$ cat src/rtl/dmem_arbiter_if.sv
// Bus bundle between the two requesters, the arbiter and the single-port data memory.
// The arbiter sits on the slave modport; the requesters and memory model drive the master side.
interface dmem_arbiter_if #(
  parameter int AW = 10
);
  logic          core_req;
  logic          core_we;
  logic [AW-1:0] core_addr;
  logic [3:0]    core_mask;
  logic [31:0]   core_wdata;
  logic          core_stall;
  logic [31:0]   core_rdata;
  logic          core_rvalid;

  logic          dma_req;
  logic          dma_we;
  logic [AW-1:0] dma_addr;
  logic [3:0]    dma_mask;
  logic [31:0]   dma_wdata;
  logic          dma_gnt;
  logic [31:0]   dma_rdata;
  logic          dma_rvalid;

  logic          mem_ceb;
  logic          mem_web;
  logic [AW-1:0] mem_a;
  logic [3:0]    mem_mask;
  logic [31:0]   mem_d;
  logic [31:0]   mem_q;

  modport slave (
    input  core_req, core_we, core_addr, core_mask, core_wdata,
    output core_stall, core_rdata, core_rvalid,
    input  dma_req, dma_we, dma_addr, dma_mask, dma_wdata,
    output dma_gnt, dma_rdata, dma_rvalid,
    output mem_ceb, mem_web, mem_a, mem_mask, mem_d,
    input  mem_q
  );

  modport master (
    output core_req, core_we, core_addr, core_mask, core_wdata,
    input  core_stall, core_rdata, core_rvalid,
    output dma_req, dma_we, dma_addr, dma_mask, dma_wdata,
    input  dma_gnt, dma_rdata, dma_rvalid,
    input  mem_ceb, mem_web, mem_a, mem_mask, mem_d,
    output mem_q
  );
endinterface

$ cat src/rtl/dmem_arbiter.sv
// Core/DMA arbiter for the single-port synchronous-read data memory.
// Core has fixed priority; a saturating wait counter forces one DMA grant after MAX_WAIT denials.
module dmem_arbiter #(
  parameter int AW       = 10,
  parameter int MAX_WAIT = 4
) (
  input  logic           clk,
  input  logic           rst,
  dmem_arbiter_if.slave  bus
);

  localparam int CW = $clog2(MAX_WAIT + 1);
  localparam logic [CW-1:0] WAIT_MAX = CW'(MAX_WAIT);

  logic [CW-1:0] wait_cnt;
  logic          rd_core;
  logic          rd_dma;
  logic          wait_full;
  logic          gnt_core;
  logic          gnt_dma;
  logic          sel_we;
  logic [AW-1:0] sel_addr;
  logic [3:0]    sel_mask;
  logic [31:0]   sel_wdata;

  assign wait_full = (wait_cnt == WAIT_MAX);

  // Reset masks all grants so the memory sees idle while rst is high.
  always_comb begin
    gnt_core = 1'b0;
    gnt_dma  = 1'b0;
    if (!rst) begin
      if (bus.core_req && !(bus.dma_req && wait_full)) begin
        gnt_core = 1'b1;
      end else if (bus.dma_req) begin
        gnt_dma = 1'b1;
      end
    end
  end

  assign bus.core_stall = bus.core_req && !gnt_core && !rst;
  assign bus.dma_gnt    = gnt_dma;

  always_comb begin
    sel_we    = bus.core_we;
    sel_addr  = bus.core_addr;
    sel_mask  = bus.core_mask;
    sel_wdata = bus.core_wdata;
    if (gnt_dma) begin
      sel_we    = bus.dma_we;
      sel_addr  = bus.dma_addr;
      sel_mask  = bus.dma_mask;
      sel_wdata = bus.dma_wdata;
    end
  end

  // A zero-mask write is served (granted) but never reaches the memory.
  always_comb begin
    bus.mem_ceb  = 1'b1;
    bus.mem_web  = 1'b1;
    bus.mem_a    = '0;
    bus.mem_mask = 4'b0000;
    bus.mem_d    = 32'h0;
    if (gnt_core || gnt_dma) begin
      if (!sel_we) begin
        bus.mem_ceb = 1'b0;
        bus.mem_a   = sel_addr;
      end else if (sel_mask != 4'b0000) begin
        bus.mem_ceb  = 1'b0;
        bus.mem_web  = 1'b0;
        bus.mem_a    = sel_addr;
        bus.mem_mask = sel_mask;
        bus.mem_d    = sel_wdata;
      end
    end
  end

  always_ff @(posedge clk) begin
    if (rst) begin
      wait_cnt <= '0;
      rd_core  <= 1'b0;
      rd_dma   <= 1'b0;
    end else begin
      rd_core <= gnt_core && !bus.core_we;
      rd_dma  <= gnt_dma && !bus.dma_we;
      if (gnt_dma) begin
        wait_cnt <= '0;
      end else if (bus.dma_req && !wait_full) begin
        wait_cnt <= wait_cnt + 1'b1;
      end
    end
  end

  // Gating with rst drops a response whose read was granted just before reset.
  assign bus.core_rvalid = rd_core && !rst;
  assign bus.dma_rvalid  = rd_dma && !rst;
  assign bus.core_rdata  = bus.core_rvalid ? bus.mem_q : 32'h0;
  assign bus.dma_rdata   = bus.dma_rvalid ? bus.mem_q : 32'h0;

endmodule

$ cat src/flat_wrapper.sv
// flat-port wrapper written by rule: the top's interface ports become plain ports
module dmem_arbiter_flat 
#(
  parameter int AW       = 10,
  parameter int MAX_WAIT = 4
)
  (clk, rst, bus_core_req, bus_core_we, bus_core_addr, bus_core_mask, bus_core_wdata, bus_core_stall, bus_core_rdata, bus_core_rvalid, bus_dma_req, bus_dma_we, bus_dma_addr, bus_dma_mask, bus_dma_wdata, bus_dma_gnt, bus_dma_rdata, bus_dma_rvalid, bus_mem_ceb, bus_mem_web, bus_mem_a, bus_mem_mask, bus_mem_d, bus_mem_q);
  dmem_arbiter_if #(.AW(AW)) bus_i ();
  input  logic clk;
  input  logic rst;
  input wire logic [$bits(bus_i.core_req)-1:0] bus_core_req;
  input wire logic [$bits(bus_i.core_we)-1:0] bus_core_we;
  input wire logic [$bits(bus_i.core_addr)-1:0] bus_core_addr;
  input wire logic [$bits(bus_i.core_mask)-1:0] bus_core_mask;
  input wire logic [$bits(bus_i.core_wdata)-1:0] bus_core_wdata;
  output wire logic [$bits(bus_i.core_stall)-1:0] bus_core_stall;
  output wire logic [$bits(bus_i.core_rdata)-1:0] bus_core_rdata;
  output wire logic [$bits(bus_i.core_rvalid)-1:0] bus_core_rvalid;
  input wire logic [$bits(bus_i.dma_req)-1:0] bus_dma_req;
  input wire logic [$bits(bus_i.dma_we)-1:0] bus_dma_we;
  input wire logic [$bits(bus_i.dma_addr)-1:0] bus_dma_addr;
  input wire logic [$bits(bus_i.dma_mask)-1:0] bus_dma_mask;
  input wire logic [$bits(bus_i.dma_wdata)-1:0] bus_dma_wdata;
  output wire logic [$bits(bus_i.dma_gnt)-1:0] bus_dma_gnt;
  output wire logic [$bits(bus_i.dma_rdata)-1:0] bus_dma_rdata;
  output wire logic [$bits(bus_i.dma_rvalid)-1:0] bus_dma_rvalid;
  output wire logic [$bits(bus_i.mem_ceb)-1:0] bus_mem_ceb;
  output wire logic [$bits(bus_i.mem_web)-1:0] bus_mem_web;
  output wire logic [$bits(bus_i.mem_a)-1:0] bus_mem_a;
  output wire logic [$bits(bus_i.mem_mask)-1:0] bus_mem_mask;
  output wire logic [$bits(bus_i.mem_d)-1:0] bus_mem_d;
  input wire logic [$bits(bus_i.mem_q)-1:0] bus_mem_q;
  assign bus_i.core_req = bus_core_req;
  assign bus_i.core_we = bus_core_we;
  assign bus_i.core_addr = bus_core_addr;
  assign bus_i.core_mask = bus_core_mask;
  assign bus_i.core_wdata = bus_core_wdata;
  assign bus_core_stall = bus_i.core_stall;
  assign bus_core_rdata = bus_i.core_rdata;
  assign bus_core_rvalid = bus_i.core_rvalid;
  assign bus_i.dma_req = bus_dma_req;
  assign bus_i.dma_we = bus_dma_we;
  assign bus_i.dma_addr = bus_dma_addr;
  assign bus_i.dma_mask = bus_dma_mask;
  assign bus_i.dma_wdata = bus_dma_wdata;
  assign bus_dma_gnt = bus_i.dma_gnt;
  assign bus_dma_rdata = bus_i.dma_rdata;
  assign bus_dma_rvalid = bus_i.dma_rvalid;
  assign bus_mem_ceb = bus_i.mem_ceb;
  assign bus_mem_web = bus_i.mem_web;
  assign bus_mem_a = bus_i.mem_a;
  assign bus_mem_mask = bus_i.mem_mask;
  assign bus_mem_d = bus_i.mem_d;
  assign bus_i.mem_q = bus_mem_q;
  dmem_arbiter #(.AW(AW), .MAX_WAIT(MAX_WAIT)) u_core (.clk(clk), .rst(rst), .bus(bus_i));
endmodule
$ cat config.mk
export PLATFORM = sky130hd
export DESIGN_NAME = dmem_arbiter_flat
export DESIGN_NICKNAME = d
export VERILOG_FILES = /design/src/rtl/dmem_arbiter_if.sv /design/src/rtl/dmem_arbiter.sv /design/src/flat_wrapper.sv
export SDC_FILE = /design/constraint.sdc
export NUM_CORES = 1
export LEC_CHECK = 0
export CAP_MARGIN = 20
export CELL_PAD_IN_SITES_DETAIL_PLACEMENT = 1
export CELL_PAD_IN_SITES_GLOBAL_PLACEMENT = 2
export CORE_MARGIN = 4
export CORE_UTILIZATION = 10
export CTS_BUF_LIST = sky130_fd_sc_hd__clkbuf_2 sky130_fd_sc_hd__clkbuf_4 sky130_fd_sc_hd__clkbuf_8
export DETAILED_ROUTE_END_ITERATION = 6
export HOLD_SLACK_MARGIN = 0.02
export PLACE_DENSITY = 0.85
export SETUP_SLACK_MARGIN = 0.2
export SLEW_MARGIN = 10
export SYNTH_ARGS = -nofsm -noshare
export SYNTH_HDL_FRONTEND = slang
export SYNTH_SLANG_ARGS = --single-unit
$ cat constraint.sdc
create_clock -name clk -period 1.6 [get_ports clk]
set_clock_uncertainty 0.1 [all_clocks]
set_input_delay 0.24 -clock clk [delete_from_list [all_inputs] [get_ports clk]]
set_output_delay 0.24 -clock clk [all_outputs]
set_load 0.005 [all_outputs]
==> Word-level counts from Yosys, hierarchy flattened <==
Index checks and enable logic that the tools add are counted.
{ "totals": {"ff_bits": 5, "inputBits": 130, "output_inout_bits": 116, "word_cells": 48} }
{ "classes": {"add_sub_neg": 1, "n_eq_ne": 1, "n_mux": 25, "n_reduce_logical": 18} }
{ "op_table": {"columns": ["cell", "count"], "rows": [
  ["$mux 32", 6],
  ["$mux 10", 4],
  ["$mux 4", 4],
  ["$mux 1", 11],
  ["$logic_and 1x1->1", 9],
  ["$logic_not 1->1", 6],
  ["$reduce_bool 4->1", 1],
  ["$add 3x1->3 const B", 1],
  ["$eq 3x3->1 const B", 1],
  ["$reduce_or 2->1", 1],
  ["$logic_or 1x1->1", 1]
]} }

==> Logic depth before layout (Yosys ltp) <==
Gate-level depths: netlist of the first run.
{ "logic_depth": {"depth_word": 11, "ltp_mapped": 7, "ltp_nobuf": 5} }

==> Least setup slack after synthesis of the first run <==
Ideal clock, no wire load.
{ "synth_path": {"kind": "register to output", "startpoint": "register u_core.wait_cnt[0]", "endpoint": "output port bus_mem_a[0]", "arrival_time_ps": 1325, "t_required_ps": 1260, "path_slack_ps": -65, "path_stages_with_launch": 7, "n_path_buf": 1, "path_cell_list": "dfxtp_1 -> inv_1 -> ha_1 -> a21bo_1 -> a22oi_2 -> buf_6 -> a32o_1"} }
{ "synth_between": {"elab_chain_cells": 11, "word_cells_on_any_way": 16, "cone_classes": "eq/ne: 1; mux: 10; reduce/logical: 5"} }
{ "synth_lines": {"columns": ["element", "line", "rtl"], "rows": [
  ["start: declaration", "dmem_arbiter.sv:15", "logic [CW-1:0] wait_cnt;"],
  ["start signal: assignment", "dmem_arbiter.sv:89", "wait_cnt <= wait_cnt + 1'b1;"],
  ["$eq 3x3->1 *", "dmem_arbiter.sv:26", "assign wait_full = (wait_cnt == WAIT_MAX);"],
  ["$logic_and 1x1->1 *", "dmem_arbiter.sv:33", "if (bus.core_req && !(bus.dma_req && wait_full)) begin"],
  ["$logic_not 1->1 *", "dmem_arbiter.sv:33", null],
  ["$logic_and 1x1->1 *", "dmem_arbiter.sv:33", null],
  ["$mux 1", "dmem_arbiter.sv:33", null],
  ["$mux 1", "dmem_arbiter.sv:32", "if (!rst) begin"],
  ["$mux 4", "dmem_arbiter.sv:49", "if (gnt_dma) begin"],
  ["$reduce_bool 4->1", "dmem_arbiter.sv:68", "end else if (sel_mask != 4'b0000) begin"],
  ["$mux 10", "dmem_arbiter.sv:68", null],
  ["$mux 10", "dmem_arbiter.sv:65", "if (!sel_we) begin"],
  ["$mux 10 *", "dmem_arbiter.sv:64", "if (gnt_core || gnt_dma) begin"],
  ["end: declaration", "flat_wrapper.sv:29", "output wire logic [$bits(bus_i.mem_a)-1:0] bus_mem_a;"]
]} }
Every way passes the cells marked *; elsewhere a longest branch is shown, timed or not.

==> Final worst setup path of the first run <==
{ "layout_path": {"startpoint": "register u_core.wait_cnt[0]", "endpoint": "output port bus_mem_a[2]"} }
Same word-level chain as after synthesis.

==> results of run 1 <==
synthesized netlist by cell type (all sizes together):
cell	instances	area [sq um]
and2	64	400.4
a21oi	39	195.2
nand4	37	231.5
o211ai	36	270.3
buf	28	187.7
a21boi	11	86.33
clkbuf	11	42.54
a32o	10	100.1
dfxtp	5	100.1
nand2	4	15.01
nor2	4	15.01
inv	3	11.26
o21ai	3	15.01
ha	2	25.02
nand3	2	10.01
nor2b	2	12.51
nor3	2	10.01
nor4	2	12.51
o41a	2	32.53
a211oi	1	7.510
a21bo	1	10.01
a21o	1	7.510
a22oi	1	12.51
and2b	1	7.510
nand2b	1	8.760
nand4b	1	8.760
nor3b	1	7.510
o211a	1	10.01
or2	1	6.260
worst min-delay path: cells and delay by family:
family	cells	cell delay [ns]
and+or+nand+nor	1	0.12
AOI/OAI and AO/OA	1	0.05
buffers and inverters	1	0.29
cell families (layout without fill, tap and decap cells):
logic type / count (synthesis) / in the layout
DFF: 5 / 5
AOI/OAI and AO/OA: 106 / 107
and+or+nand+nor: 122 / 122
adders and majority gates: 2 / 2
buffers and inverters: 42 / 369
sequential cells by signal, summed over array words and instances (netlist names):
register and cells:
u_core.rd_dma 1, u_core.rd_core 1, u_core.wait_cnt 3
through the flow:
step                worst slack [ns]  TNS (ns)  hold WS, ns
floorplan                    0.04869         0       0.2734
global placement             -0.9514    -85.08       0.4273
detailed placement            -1.009    -91.83       0.4445
CTS                          -0.5381    -30.42       0.4044
global route                 -0.6209    -39.42       0.4377
finish                       -0.5501    -32.39       0.4214
where the power goes:
part / internal [W] / switching [W] / total [W]
clock network: 0.000188 / 0.0000681 / 0.000257
registers: 0.000130 / 0.00000190 / 0.000132
logic: 0.000735 / 0.000486 / 0.00122
layer usage:
metal / GRT usage [%] / share of wire (%) / vias up
met5: 0 / 0.069 / -
met4: 3.387 / 1.9 / 2
met3: 4.233 / 8.1 / 32
met2: 32.70 / 55 / 216
met1: 15.75 / 35 / 1822
li1: - / - / 1713
final timing paths:
| kind | end | slack (ns) | depth (start not counted) |
|---|---|---|---|
| setup / recovery | bus_mem_a[2] | -0.55 | 9 |
| hold / removal | u_core.wait_cnt[1] | 0.42 | 3 |
| setup reg to reg | u_core.wait_cnt[0] | 0.08 | 9 |
| hold reg to reg | u_core.wait_cnt[1] | 0.50 | 3 |
repair_timing:
item | in CTS | in global routing
gates resized for setup | 635 | 72
pin swaps | 60 | 27
buffers inserted | 61 | 13
endpoints found under the setup margin | 117 | 121
cloned | 14 | 1
area by class of cell:
type	instances	area [sq um]
Fill cell	2045	11830
Timing Repair Buffer	362	4024
Multi-Input combinational cell	231	1846
Sequential cell	5	103.9
Tap cell	229	286.5
Clock buffer	4	48.80
Inverter	3	11.26
cell usage in the layout, fill, tap and decap left out, types with 3 or more instances in the layout:
| cell | n |
|---|---|
| clkdlybuf4s50_1 | 117 |
| buf_6 | 116 |
| and2_4 | 64 |
| nand4_1 | 37 |
| o211ai_1 | 36 |
| buf_2 | 29 |
| buf_4 | 29 |
| a21oi_1 | 28 |
| clkdlybuf4s15_2 | 20 |
| buf_12 | 20 |
| a21oi_2 | 11 |
| buf_16 | 11 |
| a21boi_0 | 10 |
| dlygate4sd2_1 | 10 |
| a32o_1 | 9 |
| buf_8 | 7 |
| nor2_1 | 3 |
| nand2_1 | 3 |
| clkbuf_8 | 3 |
| dfxtp_2 | 3 |
==> results.cfg, run 1 <==
[logic_synthesis]
synth-xor-area-share_pct = 0
synthMuxAreaShare_pct = 0
synth_cell_types = 35
synthAdderAreaFrac_pct = 1.346
yosys.area_share.simple_pct = 40.11
synth_top_family_by_area = compound AO/OA/AOI/OAI gates
netlist_instances = 277
ys_seq_area_share_pct = 5.384
synth_area_sq_mm = 0.001859
yosys_warnings = 0
synth-seq-cells = 5
avgSynthCellArea_sq_um = 6.712
synth_compound_area_share_pct = 40.17
synth.net_count = 409

[global_routing]
overflow = 0
gr-usage-all-layers_pct = 15.95
grt_max_degree = 38
grt_pass1_wl_mm = 25.39
grt_pass1_vias = 4222
antenna_found_initial = 1

[layout]
fin_nets = 738
finalInstanceArea_sq_mm = 0.006320
antennaDiodeCount = 0
drive_gt1_share_pct = 56.03
final_util_pct = 34.82
final_cells = 834
synthToLayoutAreaGrowth_pct = 239.9

[floorplanning]
io_pins = 246
initial_core_util_pct = 10.25
num_rows = 49
die-area_sq_mm = 0.02084
core_sq_mm = 0.01815
dieHeight_um = 144.4
die_w_um = 144.4

[critical_path]
max_stage_delay_ns = 0.32
worstSetupStartpoint = u_core.wait_cnt[0]
path_cells = inv_2, ha_4, a21bo_4, a22oi_2, buf_4, buf_6, buf_6, a32o_1, buf_2
cp-start-kind = register
worstSetupPathType = reg2out
crit_path_max_fanout = 4
end_kind = primary output
critPathArrivalTime_ns = 1.81
crit_family = compound AO/OA/AOI/OAI gates
cp_data_required_time_ns = 1.26
cpMostUsedCell = buf_6
rr_startpoint = u_core.wait_cnt[0]
cp_slowest_cell = dfxtp_2
crit_buf_inv = 5

[sta]
fin_ws_ns = -0.5501
finalHoldViolCount = 0
drv_slew = 0
relSlewSlack_pct = 77.23
finalSetupViolCount = 115
clock.fmax_mhz = 465.1
finalCritPeriodShare_pct = 134.4
period_needed_ns = 2.150
tightest_slew_ns = 0.3415
grt_setup_unrepaired = yes

[routing]
first_iter_violations = 172
final_antenna_net_count = 0
wire_per_inst_um = 22.50
first_pass_iters = 5
vias_per_cell = 4.538
wl_mm = 18.77
vias = 3785
drc = 0

[power]
powerDensity_mw_per_mm2 = 254.7
peakVddDrop_uv = 197.9
p_leak_nw = 2.596
p_total_w = 0.001609

[clocking]
root_buffer = clkbuf_8
clkLatencyLatePin_ns = 0.22
cts.sinks = 5
htreeDepth = 1
cts_tree = yes
path_clk_slew_ns = 0.04
cts_hold_buf = 0
cts_buffers = 3
clockBufferDepth = 2

[run_status]
status = finished, violations left
violations = negative setup slack

[place]
placedCellCount = 741
place_area_sq_mm = 0.004700
gp_congestion = 0.8243
portBuffers = 245
dp_hpwl_mm = 10.61

[job]
max_cap_viol_count = 0

[hold_path]
hold_start = bus_dma_req
hp-class = in2reg
Note: power is estimated with default switching activity, not from simulation.
==> run 2, diff against run 1 <==
--- a/config.mk
+++ b/config.mk
@@ -13,8 +13,10 @@
 export CTS_BUF_LIST = sky130_fd_sc_hd__clkbuf_2 sky130_fd_sc_hd__clkbuf_4 sky130_fd_sc_hd__clkbuf_8
 export DETAILED_ROUTE_END_ITERATION = 6
 export HOLD_SLACK_MARGIN = 0.02
+export MAX_ROUTING_LAYER = met4
 export PLACE_DENSITY = 0.85
 export SETUP_SLACK_MARGIN = 0.2
+export SKIP_CTS_REPAIR_TIMING = 1
 export SLEW_MARGIN = 10
 export SYNTH_ARGS = -nofsm -noshare
 export SYNTH_HDL_FRONTEND = slang
==> run 2 against run 1 <==
  * The flow still finishes with violations (negative setup slack)
  * Sequential share of layout area is 0.16 points higher
  * Sequential power about the same
  * Sequential cell count stayed put
  * First-iteration DRC count is 35% lower
  * Final area is 8.7% lower
  * Non-clock buffer count shrank 18
  * Hold slack got worse by 0.12 ns
  * Core utilization is 3.0 points lower
  * Register-to-register slack barely moved
  * Cell count is 1.8% lower
  * Critical path type unchanged
  * Largest power group unchanged
==> results.cfg, run 2 (synthesized netlist as in run 1, its figures left out) <==
[global_routing]
grt_pass1_vias = 3492
grt_pass1_wl_mm = 19.07
grt_max_degree = 38
gr-usage-all-layers_pct = 11.74
overflow = 0
antenna_found_initial = 1

[clocking]
root_buffer = clkbuf_8
htreeDepth = 1
path_clk_slew_ns = 0.04
clockBufferDepth = 2
cts_buffers = 3
cts.sinks = 5
cts_tree = yes
clkLatencyLatePin_ns = 0.22

[place]
place_ws_ns = -1.009
gp_congestion = 0.8368
dp_hpwl_mm = 10.61
portBuffers = 245

[critical_path]
cpMostUsedCell = buf_6
rr_endpoint = u_core.wait_cnt[1]
cp_data_required_time_ns = 1.26
cp-start-kind = register
worstSetupPathType = reg2out
max_stage_delay_ns = 0.32
path_cells = inv_2, ha_4, a21bo_4, a22oi_2, buf_6, buf_6, buf_6, a32o_1, buf_2
rr_startpoint = u_core.wait_cnt[0]
end_kind = primary output
worstSetupStartpoint = u_core.wait_cnt[0]
cp_slowest_cell = dfxtp_2
crit_end = bus_mem_a[6]
crit_path_max_fanout = 4
reg2reg_slack_ns = 0.07
critPathArrivalTime_ns = 1.85
rr_worst_depth = 9

[layout]
fin_nets = 722
layout_common_cells = 117 x clkdlybuf4s50_1, 82 x buf_6, 49 x and2_4, 49 x buf_2, 37 x nand4_1
top_regs = u_core.wait_cnt: 3 flops, u_core.rd_core: 1 flops, u_core.rd_dma: 1 flops
drive_gt1_share_pct = 50.08
multi_input_area_sq_mm = 0.001823
synthToLayoutAreaGrowth_pct = 210.3
fillers = 2107
largest_reg_flops = 3
ff_latch_area_sq_um = 103.9
final_common_cell = clkdlybuf4s50_1
regMostFlops = u_core.wait_cnt

[floorplanning]
io_pins = 246
initial_core_util_pct = 10.25
core_sq_mm = 0.01815
die-area_sq_mm = 0.02084
num_rows = 49
die_w_um = 144.4
dieHeight_um = 144.4

[sta]
period_needed_ns = 2.188
finalCritPeriodShare_pct = 136.7
fin_ws_ns = -0.5877
grt_setup_unrepaired = yes
clock.fmax_mhz = 457.1
finalSetupViolCount = 100
drv_slew = 0
relSlewSlack_pct = 67.68
finalHoldViolCount = 0
finalSetupTns_ns = -25.81
tightest_slew_ns = 0.4841

[hold_path]
hp-class = in2reg

[job]
max_cap_viol_count = 0

[routing]
wl_mm = 17.73
wire_per_inst_um = 21.64
vias_per_cell = 4.523
vias = 3704
first_iter_violations = 111
drc = 0
final_antenna_net_count = 0
first_pass_iters = 4
dr_wl_met3_mm = 1.289
top_layer_used = met4
met1_length_mm = 6.599
met2_length_mm = 9.683

[power]
peakVddDrop_uv = 190.7
powerDensity_mw_per_mm2 = 267.0
p_leak_nw = 2.544

[run_status]
violations = negative setup slack
status = finished, violations left
==> run 2: changes by cell type in the layout (fill, tap and decap cells not counted), sizes merged <==
| cell | change |
|---|---|
| dlygate4sd2 | -10 |
| clkdlybuf4s15 | -20 |
| dlymetal6s2s | +13 |
| bufbuf | -1 |
| clkbuf | +33 |
| buf | -33 |
| o41a | +2 |
| diode | +1 |
==> run 2: how the worst min path moves through the flow <==
stage                            start                  to  cells past startpoint
floorplan                 bus_core_req      u_core.rd_core                      1
global placement    u_core.wait_cnt[0]  u_core.wait_cnt[0]                      3
detailed placement  u_core.wait_cnt[0]  u_core.wait_cnt[0]                      3
CTS                 u_core.wait_cnt[0]  u_core.wait_cnt[0]                      3
global route                       rst  u_core.wait_cnt[1]                      3
finish                             rst  u_core.wait_cnt[1]                      3
==> run 2: routing by layer <==
metal	vias up	GRT usage, %
met4	0	1.424
li1	1693	-
met1	1790	12.93
met3	18	2.745
met5	-	-
met2	203	22.02
==> run 2: cell type report <==
class                      instances  share of cell area [%]
multi-input combinational        233                   31.60
inverter                           3                  0.1952
antenna                            1                 0.04337
clock buffer                       4                  0.8458
sequential                         5                   1.800
timing repair buffer             344                   60.55
tap                              229                   4.966
==> run 2: per-stage QoR <==
| stage | hold WS [ns] | cells | instance area (sq um) | utilization (%) | total power, W |
|---|---|---|---|---|---|
| finish | 0.3027 | 819 | 5769 | 31.79 | 0.001540 |
| global route | 0.3204 | 819 | 5769 | 31.79 | 0.001619 |
| CTS | 0.4547 | 745 | 4748 | 26.17 | 0.001323 |
| detailed placement | 0.4445 | 741 | 4700 | 25.90 | 0.001053 |
| global placement | 0.4273 | 741 | 4700 | 25.90 | 0.001025 |
| floorplan | 0.2734 | 277 | 1901 | - | 0.0004310 |
==> run 2: power breakdown <==
group	switching, W	internal (W)	leakage [nW]	total [W]
logic	0.000469	0.000682	2.48	0.00115
clock network	0.0000700	0.000189	0.0262	0.000259
registers	0.00000183	0.000130	0.0420	0.000131
==> run 2: worst max-delay path, delay by kind of cell (launching register included) <==
family / cells / cell delay, ns
buffers and inverters: 5 / 0.52
flip-flops: 1 / 0.32
AO/OA/AOI/OAI: 3 / 0.61
adder cells (fa/ha/maj): 1 / 0.17
